`src/rtl/mul_cmd_ctrl_pkg.sv`:
```
// Shared types and constants for the multiplier command controller.
package mul_ctrl_pkg;

  localparam int OPND_W      = 32;
  localparam int RES_W       = 64;
  localparam int TIMEOUT_DEF = 40;

  typedef enum logic [2:0] {
    ST_IDLE  = 3'd0,
    ST_START = 3'd1,
    ST_BUSY  = 3'd2,
    ST_CLEAR = 3'd3,
    ST_RESP  = 3'd4
  } state_t;

endpackage

```
`src/rtl/mul_cmd_ctrl_if.sv`:
```
// Host-side command/response channel and core-side control bundle.
interface mul_cmd_if import mul_ctrl_pkg::*; ();
  logic              in_valid;
  logic              in_ready;
  logic [OPND_W-1:0] in_a;
  logic [OPND_W-1:0] in_b;
  logic              abort;
  logic              out_valid;
  logic              out_ready;
  logic [RES_W-1:0]  out_result;
  logic              out_err;
  logic              busy;

  // Front end issuing commands and consuming responses.
  modport master (
    output in_valid, in_a, in_b, abort, out_ready,
    input  in_ready, out_valid, out_result, out_err, busy
  );

  // Controller serving commands.
  modport slave (
    input  in_valid, in_a, in_b, abort, out_ready,
    output in_ready, out_valid, out_result, out_err, busy
  );
endinterface

interface mul_core_if import mul_ctrl_pkg::*; ();
  logic              op_start;
  logic              op_clear;
  logic [OPND_W-1:0] op_a;
  logic [OPND_W-1:0] op_b;
  logic              op_done;
  logic [RES_W-1:0]  op_result;

  // Controller driving the multiplier core.
  modport master (
    output op_start, op_clear, op_a, op_b,
    input  op_done, op_result
  );

  // Multiplier core side.
  modport slave (
    input  op_start, op_clear, op_a, op_b,
    output op_done, op_result
  );
endinterface

```
`src/rtl/mul_cmd_ctrl_cla8.sv`:
```
// 8-bit carry-lookahead adder; every carry is formed directly from g/p/cin.
module cla8 (
  input  logic [7:0] a_i,
  input  logic [7:0] b_i,
  input  logic       cin_i,
  output logic [7:0] sum_o,
  output logic       cout_o
);

  logic [7:0] g;
  logic [7:0] p;
  logic [8:0] c;

  assign c[0] = cin_i;

  for (genvar gi = 0; gi < 8; gi++) begin : g_bit
    assign g[gi]     = a_i[gi] & b_i[gi];
    assign p[gi]     = a_i[gi] ^ b_i[gi];
    assign sum_o[gi] = p[gi] ^ c[gi];

    // Flattened lookahead carry into bit gi+1.
    always_comb begin
      logic term;
      logic carry;
      term  = 1'b0;
      carry = cin_i & (&p[gi:0]);
      for (int j = 0; j <= gi; j++) begin
        term = g[j];
        for (int k = j + 1; k <= gi; k++) begin
          term = term & p[k];
        end
        carry = carry | term;
      end
      c[gi+1] = carry;
    end
  end

  assign cout_o = c[8];

endmodule

```
`src/rtl/mul_cmd_ctrl.sv`:
```
// Command-side controller for the 32-cycle multiplier core: accepts an operand
// pair, launches the core, waits for done/timeout, clears it, returns product.
module mul_cmd_ctrl import mul_ctrl_pkg::*; #(
  parameter int TIMEOUT = TIMEOUT_DEF,  // 2..63
  parameter int CNT_W   = 6             // 1..7, wide enough for TIMEOUT-1
) (
  input logic       clk,
  input logic       reset,
  mul_cmd_if.slave  cmd,
  mul_core_if.master core
);

  localparam logic [CNT_W-1:0] TMO_LAST = CNT_W'(TIMEOUT - 1);

  state_t            state_q, state_d;
  logic [OPND_W-1:0] a_q, a_d;
  logic [OPND_W-1:0] b_q, b_d;
  logic [RES_W-1:0]  result_q, result_d;
  logic              err_q, err_d;
  logic [CNT_W-1:0]  cnt_q, cnt_d;
  logic              abort_q, abort_d;
  logic              op_start_q, op_start_d;
  logic              op_clear_q, op_clear_d;
  logic              in_ready_q, in_ready_d;
  logic              out_valid_q, out_valid_d;
  logic              busy_q, busy_d;

  // Saturating counter increment through the shared 8-bit adder.
  logic [7:0]       cnt_ext;
  logic [7:0]       cnt_sum;
  logic             cnt_cout;
  logic             cnt_sat;
  logic [CNT_W-1:0] cnt_inc;

  // Zero-extend the counter onto the adder input.
  always_comb begin
    cnt_ext            = '0;
    cnt_ext[CNT_W-1:0] = cnt_q;
  end

  cla8 u_cnt_inc (
    .a_i   (cnt_ext),
    .b_i   (8'd0),
    .cin_i (1'b1),
    .sum_o (cnt_sum),
    .cout_o(cnt_cout)
  );

  // Any carry past the counter width means it is already all-ones: hold it.
  assign cnt_sat = cnt_cout | (|cnt_sum[7:CNT_W]);
  assign cnt_inc = cnt_sat ? cnt_q : cnt_sum[CNT_W-1:0];

  // Next-state, datapath and registered-output decode.
  always_comb begin
    state_d  = state_q;
    a_d      = a_q;
    b_d      = b_q;
    result_d = result_q;
    err_d    = err_q;
    cnt_d    = cnt_q;
    abort_d  = abort_q;

    case (state_q)
      ST_IDLE: begin
        if (cmd.in_valid) begin
          a_d     = cmd.in_a;
          b_d     = cmd.in_b;
          abort_d = 1'b0;
          state_d = ST_START;
        end
      end
      ST_START: begin
        cnt_d = '0;
        if (cmd.abort) begin
          abort_d = 1'b1;
          state_d = ST_CLEAR;
        end else begin
          state_d = ST_BUSY;
        end
      end
      ST_BUSY: begin
        cnt_d = cnt_inc;
        // abort beats done, and done on the last cycle still succeeds
        if (cmd.abort) begin
          abort_d = 1'b1;
          state_d = ST_CLEAR;
        end else if (core.op_done) begin
          result_d = core.op_result;
          err_d    = 1'b0;
          state_d  = ST_CLEAR;
        end else if (cnt_q == TMO_LAST) begin
          result_d = '0;
          err_d    = 1'b1;
          state_d  = ST_CLEAR;
        end
      end
      ST_CLEAR: begin
        abort_d = 1'b0;
        state_d = abort_q ? ST_IDLE : ST_RESP;
      end
      ST_RESP: begin
        if (cmd.out_ready) begin
          state_d = ST_IDLE;
        end
      end
      default: state_d = ST_IDLE;
    endcase

    // Outputs are decoded from the next state so they register with it.
    op_start_d  = (state_d == ST_START);
    op_clear_d  = (state_d == ST_CLEAR);
    in_ready_d  = (state_d == ST_IDLE);
    out_valid_d = (state_d == ST_RESP);
    busy_d      = (state_d != ST_IDLE);
  end

  // State, data and output registers with synchronous reset.
  always_ff @(posedge clk) begin
    if (reset) begin
      state_q     <= ST_IDLE;
      a_q         <= '0;
      b_q         <= '0;
      result_q    <= '0;
      err_q       <= 1'b0;
      cnt_q       <= '0;
      abort_q     <= 1'b0;
      op_start_q  <= 1'b0;
      op_clear_q  <= 1'b0;
      in_ready_q  <= 1'b1;
      out_valid_q <= 1'b0;
      busy_q      <= 1'b0;
    end else begin
      state_q     <= state_d;
      a_q         <= a_d;
      b_q         <= b_d;
      result_q    <= result_d;
      err_q       <= err_d;
      cnt_q       <= cnt_d;
      abort_q     <= abort_d;
      op_start_q  <= op_start_d;
      op_clear_q  <= op_clear_d;
      in_ready_q  <= in_ready_d;
      out_valid_q <= out_valid_d;
      busy_q      <= busy_d;
    end
  end

  assign cmd.in_ready   = in_ready_q;
  assign cmd.out_valid  = out_valid_q;
  assign cmd.out_result = result_q;
  assign cmd.out_err    = err_q;
  assign cmd.busy       = busy_q;
  assign core.op_start  = op_start_q;
  assign core.op_clear  = op_clear_q;
  assign core.op_a      = a_q;
  assign core.op_b      = b_q;

endmodule

```
`src/flat_wrapper.sv`:
```
// flat-port wrapper written by rule: the top's interface ports become plain ports
module mul_cmd_ctrl_flat import mul_ctrl_pkg::*;
#(
  parameter int TIMEOUT = TIMEOUT_DEF,          
  parameter int CNT_W   = 6                                               
)
  (clk, reset, cmd_in_valid, cmd_in_a, cmd_in_b, cmd_abort, cmd_out_ready, cmd_in_ready, cmd_out_valid, cmd_out_result, cmd_out_err, cmd_busy, core_op_start, core_op_clear, core_op_a, core_op_b, core_op_done, core_op_result);
  mul_cmd_if cmd_i ();
  mul_core_if core_i ();
  input logic clk;
  input logic reset;
  input wire logic [$bits(cmd_i.in_valid)-1:0] cmd_in_valid;
  input wire logic [$bits(cmd_i.in_a)-1:0] cmd_in_a;
  input wire logic [$bits(cmd_i.in_b)-1:0] cmd_in_b;
  input wire logic [$bits(cmd_i.abort)-1:0] cmd_abort;
  input wire logic [$bits(cmd_i.out_ready)-1:0] cmd_out_ready;
  output wire logic [$bits(cmd_i.in_ready)-1:0] cmd_in_ready;
  output wire logic [$bits(cmd_i.out_valid)-1:0] cmd_out_valid;
  output wire logic [$bits(cmd_i.out_result)-1:0] cmd_out_result;
  output wire logic [$bits(cmd_i.out_err)-1:0] cmd_out_err;
  output wire logic [$bits(cmd_i.busy)-1:0] cmd_busy;
  output wire logic [$bits(core_i.op_start)-1:0] core_op_start;
  output wire logic [$bits(core_i.op_clear)-1:0] core_op_clear;
  output wire logic [$bits(core_i.op_a)-1:0] core_op_a;
  output wire logic [$bits(core_i.op_b)-1:0] core_op_b;
  input wire logic [$bits(core_i.op_done)-1:0] core_op_done;
  input wire logic [$bits(core_i.op_result)-1:0] core_op_result;
  assign cmd_i.in_valid = cmd_in_valid;
  assign cmd_i.in_a = cmd_in_a;
  assign cmd_i.in_b = cmd_in_b;
  assign cmd_i.abort = cmd_abort;
  assign cmd_i.out_ready = cmd_out_ready;
  assign cmd_in_ready = cmd_i.in_ready;
  assign cmd_out_valid = cmd_i.out_valid;
  assign cmd_out_result = cmd_i.out_result;
  assign cmd_out_err = cmd_i.out_err;
  assign cmd_busy = cmd_i.busy;
  assign core_op_start = core_i.op_start;
  assign core_op_clear = core_i.op_clear;
  assign core_op_a = core_i.op_a;
  assign core_op_b = core_i.op_b;
  assign core_i.op_done = core_op_done;
  assign core_i.op_result = core_op_result;
  mul_cmd_ctrl #(.TIMEOUT(TIMEOUT), .CNT_W(CNT_W)) u_core (.clk(clk), .reset(reset), .cmd(cmd_i), .core(core_i));
endmodule
```
`config.mk`:
```
export PLATFORM = sky130hd
export DESIGN_NAME = mul_cmd_ctrl_flat
export DESIGN_NICKNAME = d
export VERILOG_FILES = /design/src/rtl/mul_cmd_ctrl_pkg.sv /design/src/rtl/mul_cmd_ctrl_if.sv /design/src/rtl/mul_cmd_ctrl_cla8.sv /design/src/rtl/mul_cmd_ctrl.sv /design/src/flat_wrapper.sv
export SDC_FILE = /design/constraint.sdc
export NUM_CORES = 1
export LEC_CHECK = 0
export ABC_AREA = 1
export CORE_UTILIZATION = 39
export CTS_CLUSTER_SIZE = 30
export DETAILED_ROUTE_END_ITERATION = 8
export PLACE_DENSITY = 0.78
export SETUP_SLACK_MARGIN = 0.02
export SLEW_MARGIN = 5
export SYNTH_ARGS = -nofsm -noshare
export SYNTH_HDL_FRONTEND = slang
export SYNTH_HIERARCHICAL = 1
export SYNTH_SLANG_ARGS = --single-unit
```
`constraint.sdc`:
```
create_clock -name clk -period 2.2 [get_ports clk]
set_input_delay 0.22 -clock clk [delete_from_list [all_inputs] [get_ports clk]]
set_output_delay 0.22 -clock clk [all_outputs]
set_load 0.02 [all_outputs]
```
==> Word-level counts from Yosys, hierarchy flattened <==
Index checks and enable logic that the tools add are counted.
W data, S select, Z words.
{ "totals": {"ff_bits": 144, "in_bits": 134, "output_inout_bits": 134} }
{ "classes": {"eq_ne": 11, "muxes": 17, "bitwise_logic": 7, "n_reduce_logical": 16} }
{ "ops": {"columns": ["operator", "n"], "rows": [
  ["$mux W64", 2],
  ["$mux W3", 6],
  ["$pmux W3 S5", 1],
  ["$pmux W6 S2", 1],
  ["$eq A3 B2 Y1 const B", 3],
  ["$reduce_and A3 Y1", 3],
  ["$eq A3 B1 Y1 const B", 2],
  ["$eq A3 B3 Y1 const B", 2],
  ["$eq A6 B6 Y1 const B", 1],
  ["$logic_not A3 Y1", 2],
  ["$mux W6", 1],
  ["$reduce_and A2 Y1", 3],
  ["$reduce_and A6 Y1", 1],
  ["$reduce_bool A3 Y1", 2],
  ["$mux W1", 5],
  ["$reduce_and A5 Y1", 1],
  ["$xor A1 B1 Y1", 5],
  ["$ne A2 B2 Y1 const B", 2],
  ["$reduce_and A4 Y1", 1],
  ["$reduce_bool A2 Y1", 2],
  ["$pmux W1 S3", 1],
  ["$ne A2 B1 Y1 const B", 1],
  ["$not A1 Y1", 2],
  ["$reduce_or A2 Y1", 1]
]} }

==> Longest topological paths before layout <==
{ "logic_depth": {"word_depth": 6, "mapped_depth": 15} }

==> By module <==
Netlist, hierarchy kept.
{ "modules_own_cells": {"columns": ["module", "instances", "cells_each", "area_per_inst_um2"], "rows": [
  ["mul_cmd_ctrl", 1, 856, 5916.9],
  ["cla8", 1, 48, 336.6]
]} }

==> Worst setup path before layout <==
OpenSTA, ideal clock, no wires.
{ "synth_timing": {"path_kind": "register to register", "start": "register u_core.cnt_q[2]", "end": "register u_core.cnt_q[0]", "setup_time_ps": 132, "t_arrival_ps": 2076, "required_ps": 2068, "path_slack_ps": -8, "stages_incl_launch_ff": 13, "n_path_buf": 0, "synth_period_minus_slack_ps": 2208, "path_cell_list": "dfxtp_1 ha_1 nand2_1 nor2_1 nand2_1 nand4_2 o21bai_2 nand2_2 xor2_1 nor3_1 a21oi_1 nand2_1 a21oi_1"} }
{ "synth_via": {"elab_chain_len": 3} }
{ "synth_lines": {"columns": ["item", "line_no", "source"], "rows": [
  ["from (decl)", "mul_cmd_ctrl.sv:20", "logic [CNT_W-1:0] cnt_q, cnt_d;"],
  ["from (signal assigned)", "mul_cmd_ctrl.sv:138", "cnt_q <= cnt_d;"],
  ["$reduce_and A6 Y1", "mul_cmd_ctrl_cla8.sv:26", "carry = cin_i & (&p[gi:0]);"],
  ["via u_core.cnt_sum[6]", "mul_cmd_ctrl.sv:30", "logic [7:0] cnt_sum;"],
  ["$ne A2 B2 Y1 (no source line)", null, null],
  ["$reduce_and A2 Y1 (no source line)", null, null]
]} }
The timed path passes the listed nets, and every way through them passes these cells.
A chain may end at the register's enable or synchronous reset.

==> Worst setup path in the final report <==
{ "layout_timing": {"start": "register u_core.cnt_q[0]", "end": "register u_core.cnt_q[2]"} }
Same word-level chain as after synthesis.

==> impl_results.html <==
<table>
<tr><th>Metric</th><th>Value</th></tr>
<tr><th colspan="2">Routing</th></tr>
<tr><td>1st-iter DRT viols</td><td>379</td></tr>
<tr><td>Final routed DRC violation total</td><td>0</td></tr>
<tr><td>Wirelength, routed</td><td>18.88 mm</td></tr>
<tr><td>Remaining number of nets flagged by the antenna check after routing</td><td>0</td></tr>
<tr><td>Vias per cell</td><td>4.706</td></tr>
<tr><td>Number of search-and-repair iterations in the first detailed-routing pass</td><td>4</td></tr>
<tr><td>Average wire per standard cell</td><td>13.69 microns</td></tr>
<tr><td>Via count</td><td>6489</td></tr>
<tr><th colspan="2">Placement</th></tr>
<tr><td>DP Wirelength</td><td>12.66 mm</td></tr>
<tr><td>Number of buffers inserted by port buffering</td><td>267</td></tr>
<tr><td>Placer's final routability congestion estimate</td><td>0.7970</td></tr>
<tr><td>Cell area reported after detailed placement</td><td>9089 sq um</td></tr>
<tr><th colspan="2">Logic synthesis</th></tr>
<tr><td>Synth top area share</td><td>0.4610</td></tr>
<tr><td>Most area-hungry cell type in the Yosys netlist</td><td>sky130_fd_sc_hd__dfxtp_1</td></tr>
<tr><td>Syn avg cell area</td><td>6.918 sq um</td></tr>
<tr><td>Fraction of the yosys area taken by sequential cells</td><td>0.4610</td></tr>
<tr><td>Distinct cell type count after synthesis</td><td>33</td></tr>
<tr><td>Syn Inst Count</td><td>904</td></tr>
<tr><td>Synth area leaders</td><td>sky130_fd_sc_hd__dfxtp_1 (46%), sky130_fd_sc_hd__nand2_1 (13%), sky130_fd_sc_hd__nor2_1 (12%), sky130_fd_sc_hd__nand4_1 (6.6%), sky130_fd_sc_hd__inv_1 (5.2%)</td></tr>
<tr><td>Yosys warning total</td><td>6</td></tr>
<tr><td>Flop and latch count out of synthesis</td><td>144</td></tr>
<tr><td>Mapped Area</td><td>6253 sq um</td></tr>
<tr><th colspan="2">Global route</th></tr>
<tr><td>Via count of the first global-routing pass</td><td>5898</td></tr>
<tr><td>Global-route wire length before repair</td><td>29.01 mm</td></tr>
<tr><td>Initial antenna violation count</td><td>1</td></tr>
<tr><td>Combined global-route utilization of all metal layers</td><td>0.2239</td></tr>
<tr><td>Global-route congestion overflow total</td><td>0</td></tr>
<tr><td>Pin count of the biggest net entering global routing</td><td>65</td></tr>
<tr><th colspan="2">Clock tree</th></tr>
<tr><td>Post-cts hold buffer count</td><td>0</td></tr>
<tr><td>Number of clock buffers inserted by TritonCTS</td><td>17</td></tr>
<tr><td>Reg clk slew, reported paths</td><td>0.06 ns</td></tr>
<tr><td>CTS tree</td><td>built</td></tr>
<tr><td>Depth of the CTS H-tree</td><td>4</td></tr>
<tr><td>Library cell used as clock root buffer</td><td>sky130_fd_sc_hd__clkbuf_16</td></tr>
<tr><td>Clock buffer depth</td><td>2</td></tr>
<tr><td>Worst-Skew Late Latency</td><td>0.42 ns</td></tr>
<tr><td>Count of clock tree sinks</td><td>144</td></tr>
<tr><th colspan="2">Timing</th></tr>
<tr><td>RSZ-0062 raised after global routing</td><td>no</td></tr>
<tr><td>Worst setup skew after layout</td><td>0.008660 ns</td></tr>
<tr><td>Worst slew margin relative to its limit</td><td>0.5633</td></tr>
<tr><td>Number of hold violations in the final report</td><td>0</td></tr>
<tr><td>Total negative slack</td><td>0 ns</td></tr>
<tr><td>Tightest Pin Transition</td><td>0.6550 ns</td></tr>
<tr><td>Fin. max-slew vios</td><td>0</td></tr>
<tr><td>Fin crit period</td><td>1.967 ns</td></tr>
<tr><td>Peak clock frequency supported by timing</td><td>508.3 MHz</td></tr>
<tr><td>Period utilization</td><td>0.8943</td></tr>
<tr><td>Final setup violating endpoints</td><td>0</td></tr>
<tr><th colspan="2">Critical path</th></tr>
<tr><td>Combined buffer and inverter count along the critical path</td><td>0</td></tr>
<tr><td>Family with the most delay on the worst path</td><td>compound AO/OA/AOI/OAI gates</td></tr>
<tr><td>Maximum net fanout on the critical path</td><td>6</td></tr>
<tr><td>Cells along the critical path</td><td>ha_1 &gt; nand2_2 &gt; nor2_1 &gt; nand2_1 &gt; nand4_2 &gt; o21bai_2 &gt; nand2_2 &gt; xor2_1 &gt; nor3_2 &gt; a21oi_1 &gt; nand2_1 &gt; a21oi_1</td></tr>
<tr><td>Largest stage delay on the critical path</td><td>0.41 ns</td></tr>
<tr><td>Critical Path RT</td><td>2.54 ns</td></tr>
<tr><td>Worst setup path category</td><td>reg2reg</td></tr>
<tr><td>Type of element launching the critical path</td><td>register</td></tr>
<tr><td>Arrival time of the worst setup path</td><td>2.31 ns</td></tr>
<tr><td>Critical Path End Type</td><td>register</td></tr>
<tr><td>Startpoint of the lowest-slack register-to-register path</td><td>u_core/cnt_q[0]</td></tr>
<tr><td>Worst path slowest cell</td><td>sky130_fd_sc_hd__dfxtp_1</td></tr>
<tr><td>Launch point of the worst path</td><td>u_core/cnt_q[0]</td></tr>
<tr><th colspan="2">Floorplanning</th></tr>
<tr><td>Initial cell density of the core</td><td>0.4054</td></tr>
<tr><td>Die width</td><td>128.6 microns</td></tr>
<tr><td>Top-level I/O count</td><td>268</td></tr>
<tr><td>Core Footprint</td><td>15430 sq um</td></tr>
<tr><td>Die Footprint</td><td>16540 sq um</td></tr>
<tr><td>Y dimension of the die</td><td>128.6 microns</td></tr>
<tr><td>Row count</td><td>45</td></tr>
<tr><th colspan="2">Power</th></tr>
<tr><td>Worst-case vdd ir drop</td><td>0.0005923 V</td></tr>
<tr><td>Leakage</td><td>0.004097 uW</td></tr>
<tr><td>Total power divided by cell area</td><td>786.9 nW/um^2</td></tr>
<tr><th colspan="2">Final layout</th></tr>
<tr><td>Final design utilization</td><td>0.6294</td></tr>
<tr><td>Combined flip-flop and latch cell area</td><td>2883 sq um</td></tr>
<tr><td>Cell area after layout</td><td>9709 sq um</td></tr>
<tr><td>Total of fill cells in the finished design</td><td>1386</td></tr>
<tr><td>Layout cells sized above 1</td><td>0.05998</td></tr>
<tr><td>Number of nets at the end of the flow</td><td>1297</td></tr>
<tr><td>Combined area of the multi-input logic cells</td><td>2820 sq um</td></tr>
<tr><td>Area growth from synthesis to layout</td><td>55.26%</td></tr>
<tr><th colspan="2">Flow run</th></tr>
<tr><td>Max-cap violation count</td><td>0</td></tr>
<tr><th colspan="2">Min path</th></tr>
<tr><td>Type of the worst min-delay path</td><td>in2reg</td></tr>
<tr><td>Hold path start</td><td>core_op_done</td></tr>
<tr><th colspan="2">Outcome</th></tr>
<tr><td>Outcome</td><td>finished, final reports clean</td></tr>
</table>
[layout make-up]
class | instances | area share
diodes | 1 | 0.0002577
clock buffers | 20 | 0.04704
clock inverters | 12 | 0.01276
inverters | 90 | 0.03492
multi-input cells | 618 | 0.2905
flip-flops and latches | 144 | 0.2969
well taps | 211 | 0.02719
repair buffers | 283 | 0.2905
[registers in the layout, summed over array words and instances (netlist names)]
| register | flops |
|---|---|
| u_core/cmd.out_result | 64 |
| u_core/cmd.out_err | 1 |
| u_core/cmd.in_ready | 1 |
| u_core/abort_q | 1 |
| u_core/core.op_b | 32 |
| u_core/cmd.out_valid | 1 |
| u_core/cnt_q | 6 |
| u_core/core.op_start | 1 |
| u_core/core.op_a | 32 |
| u_core/state_q | 3 |
| u_core/core.op_clear | 1 |
| u_core/cmd.busy | 1 |
[worst register-to-register path: stages, from the launching register on]
cell                       delay [ns]
sky130_fd_sc_hd__dfxtp_1         0.41
sky130_fd_sc_hd__ha_1            0.18
sky130_fd_sc_hd__nand2_2         0.06
sky130_fd_sc_hd__nor2_1          0.09
sky130_fd_sc_hd__nand2_1         0.07
sky130_fd_sc_hd__nand4_2         0.10
sky130_fd_sc_hd__o21bai_2        0.07
sky130_fd_sc_hd__nand2_2         0.08
sky130_fd_sc_hd__xor2_1          0.17
sky130_fd_sc_hd__nor3_2          0.06
sky130_fd_sc_hd__a21oi_1         0.35
sky130_fd_sc_hd__nand2_1         0.11
sky130_fd_sc_hd__a21oi_1         0.16
[final timing paths]
| path | endpoint | slack, ns | cells past startpoint |
|---|---|---|---|
| setup / recovery | u_core/cnt_q[2] | 0.23 | 12 |
| hold / removal | u_core/cmd.out_err | 0.25 | 4 |
| setup reg to reg | u_core/cnt_q[2] | 0.23 | 12 |
| hold reg to reg | u_core/cmd.out_err | 0.45 | 2 |
[synthesized netlist by cell type, drive strengths merged]
library cell  instances
a211o                 1
a211oi                1
a21oi                11
a31oi                 2
buf                  31
clkbuf               32
clkinv                1
conb                  2
dfxtp               144
fa                    1
ha                    8
inv                  89
nand2               224
nand3                13
nand3b                1
nand4                67
nor2                203
nor3                  1
o21ai                65
o21bai                1
o31ai                 1
xnor2                 2
xor2                  3
[kinds of logic (layout without fill, tap and decap cells)]
kind of cell / count (synthesis) / after routing / share of synthesized area
AND/OR/NAND/NOR: 509 / 509 / 0.3403
buffers and inverters: 153 / 405 / 0.1026
flip-flops: 144 / 144 / 0.4610
AO/OA/AOI/OAI: 82 / 82 / 0.06863
adder cells (fa/ha/maj): 9 / 9 / 0.01921
XOR/XNOR: 5 / 5 / 0.007004
other: 2 / 14 / 0.001201
[per-layer routing]
metal,routed length (microns),GRT usage
met1,7697,0.2442
met2,9104,0.3914
met3,1637,0.08358
met4,435,0.09135
met5,0,0
[stage by stage]
| step | power, uW | std cells | hold slack [ns] | setup WS [ns] |
|---|---|---|---|---|
| finish | 7640 | 1379 | 0.2511 | 0.2326 |
| detailed placement | 4857 | 1346 | 0.4406 | 0.1922 |
| floorplan | 3991 | 915 | 0.3626 | 0.1714 |
| global route | 8008 | 1379 | 0.2657 | 0.02628 |
| CTS | 7690 | 1378 | 0.2325 | 0.1822 |
| global placement | 4826 | 1346 | 0.4388 | 0.2582 |
[layout by cell type (no fill, tap or decap), types with 2 or more instances in the layout]
master / netlist / layout
sky130_fd_sc_hd__dfxtp_1: 144 / 144
sky130_fd_sc_hd__buf_12: 0 / 3
sky130_fd_sc_hd__nand4_1: 66 / 66
sky130_fd_sc_hd__clkbuf_16: 0 / 17
sky130_fd_sc_hd__inv_2: 2 / 3
sky130_fd_sc_hd__buf_4: 1 / 13
sky130_fd_sc_hd__xor2_1: 3 / 3
sky130_fd_sc_hd__nor2_1: 201 / 201
sky130_fd_sc_hd__conb_1: 2 / 13
sky130_fd_sc_hd__clkinv_2: 1 / 2
sky130_fd_sc_hd__xnor2_1: 2 / 2
sky130_fd_sc_hd__nand3_2: 1 / 2
sky130_fd_sc_hd__nand2_1: 219 / 218
sky130_fd_sc_hd__inv_6: 0 / 4
sky130_fd_sc_hd__a21oi_1: 11 / 11
sky130_fd_sc_hd__nor2_2: 2 / 2
sky130_fd_sc_hd__a31oi_1: 2 / 2
sky130_fd_sc_hd__ha_4: 0 / 3
sky130_fd_sc_hd__clkdlybuf4s50_1: 0 / 265
sky130_fd_sc_hd__buf_2: 19 / 2
sky130_fd_sc_hd__clkbuf_8: 0 / 2
sky130_fd_sc_hd__nand2_2: 5 / 6
sky130_fd_sc_hd__nand3_1: 12 / 11
sky130_fd_sc_hd__inv_8: 0 / 2
sky130_fd_sc_hd__clkinvlp_4: 0 / 3
sky130_fd_sc_hd__inv_1: 87 / 86
sky130_fd_sc_hd__ha_1: 8 / 5
sky130_fd_sc_hd__o21ai_1: 3 / 3
sky130_fd_sc_hd__o21ai_0: 62 / 62
[report_power, final]
| group | total [uW] | switching (uW) | internal [uW] | leakage, uW |
|---|---|---|---|---|
| Combinational | 1850 | 1000 | 844 | 0.00264 |
| Sequential | 2970 | 120 | 2850 | 0.00118 |
| Clock | 2830 | 1180 | 1640 | 0.000278 |
[timing repair]
action	in CTS	in global routing
buffers inserted	0	0
endpoints found under the setup margin	0	6
resized for setup	0	3
No activity file was read; power rests on OpenSTA's default activity.
==> patch (same settings) <==
`result_q` no longer has a reset.
--- a/src/rtl/mul_cmd_ctrl.sv
+++ b/src/rtl/mul_cmd_ctrl.sv
@@ -120,7 +120,6 @@
       state_q     <= ST_IDLE;
       a_q         <= '0;
       b_q         <= '0;
-      result_q    <= '0;
       err_q       <= 1'b0;
       cnt_q       <= '0;
       abort_q     <= 1'b0;
@@ -133,7 +132,6 @@
       state_q     <= state_d;
       a_q         <= a_d;
       b_q         <= b_d;
-      result_q    <= result_d;
       err_q       <= err_d;
       cnt_q       <= cnt_d;
       abort_q     <= abort_d;
@@ -143,6 +141,10 @@
       out_valid_q <= out_valid_d;
       busy_q      <= busy_d;
     end
+  end
+
+  always_ff @(posedge clk) begin
+    result_q <= result_d;
   end
 
   assign cmd.in_ready   = in_ready_q;
Behaviour: differs if reset is asserted again (counterexample within 4 cycles, from zero or initial values and one cycle with reset high); with reset held inactive, the same outputs for 4 cycles.
==> patch against the original RTL <==
Setup slack lost 0.052 ns; utilization grew 1.9 points; global-route usage shrank 2.1 points; combinational power shrank 16%; cell count shrank 21%; sequential cell count is the same; clock skew shrank 0.0015 ns; total power shrank 2.8%; routed wire length shrank 19%; largest cell class unchanged; design area shrank 5.9%; area after synthesis shrank 8.8%.
==> patch: results <==
[status]
outcome = finished, final reports clean

[placed_design]
placed_cells = 1063
gp_congestion = 0.824
pre_cts_ws_ns = 0.0235
placed_cell_area_um2 = 8550

[synth]
synth_edf_count = 64
synth.distinct_cells = 32
synth_xor_area_share_pct = 0.768
synth_commonest_cells = 138 x nor2_1, 104 x nand2_1, 89 x inv_1
synthAdderAreaFrac_pct = 2.11
yosys-top-cells-area = edfxtp_1 34%, dfxtp_1 28%, nor2_1 9.1%
syn_inst = 622
yosys.area.top_type_share_pct = 33.7

[setup_path]
r2r_end = u_core/cnt_q[3]
path_delay_family = simple AND/OR/NAND/NOR gates
crit_start = u_core/cnt_q[3]
crit_path_top_delay_cell = ha_1
reg2reg_depth = 13
worstPathArrival_ns = 2.37

[power]
power_mw = 7.42
ir_drop_v = 0.000448
combPwrFrac_pct = 20.8
pwr-share-seq_pct = 42.0
p_sw_share_pct = 27.1

[global_routing]
grt_pass1_wl_um = 22700
grt_pass1_vias = 4497
grt_max_degree = 66

[cts]
cts_resized = 1

[worst_hold_path]
holdPathStages = 5

[final_layout]
diodes = 0
final_layout_size_suffix_gt1_share_pct = 6.56
layout.nets = 1045

[detailed_routing]
post_drt_wl_per_cell_um = 14.0
drtIter0Drc = 399
dr_total_vias = 4879

[timing]
clock_skew_ns = 0.00719
setup_ws_ns = 0.180
hold_ws_ns = 0.248
patch: cell count changes in the layout (fill, tap and decap cells not counted), sizes merged, moves of 6 or more:
cell,change
nand2,-116
dfxtp,-64
edfxtp,+64
nand4,-63
nor2,-63
buf,-6
patch: layout make-up:
class                      count  area, um^2
clock buffer                  17         425
clock inverter                15         144
fill                        1171        4960
inverter                      92         352
multi-input combinational    369        1710
sequential                   144        3520
tap                          180         225
timing repair buffer         278        2760
patch: routing by layer:
layer	vias up	track usage (%)	wire [um]
li1	2490	-	-
met5	-	0	13
met2	184	35.8	7720
met1	2168	21.0	5830
met3	35	7.89	1340
met4	2	9.76	416
patch: kinds of logic (layout without fill, tap and decap cells):
group,after synthesis,count (layout)
buf+inv,120,402
compound gates,80,80
simple gates,262,262
other cells,2,13
fa+ha+maj,9,9
flops,144,144
xor+xnor,5,5
patch: tightest hold or removal path, delay by kind of cell:
kind            cells  cell delay, ns
buf+inv             2            0.16
simple gates        2            0.18
compound gates      1            0.07
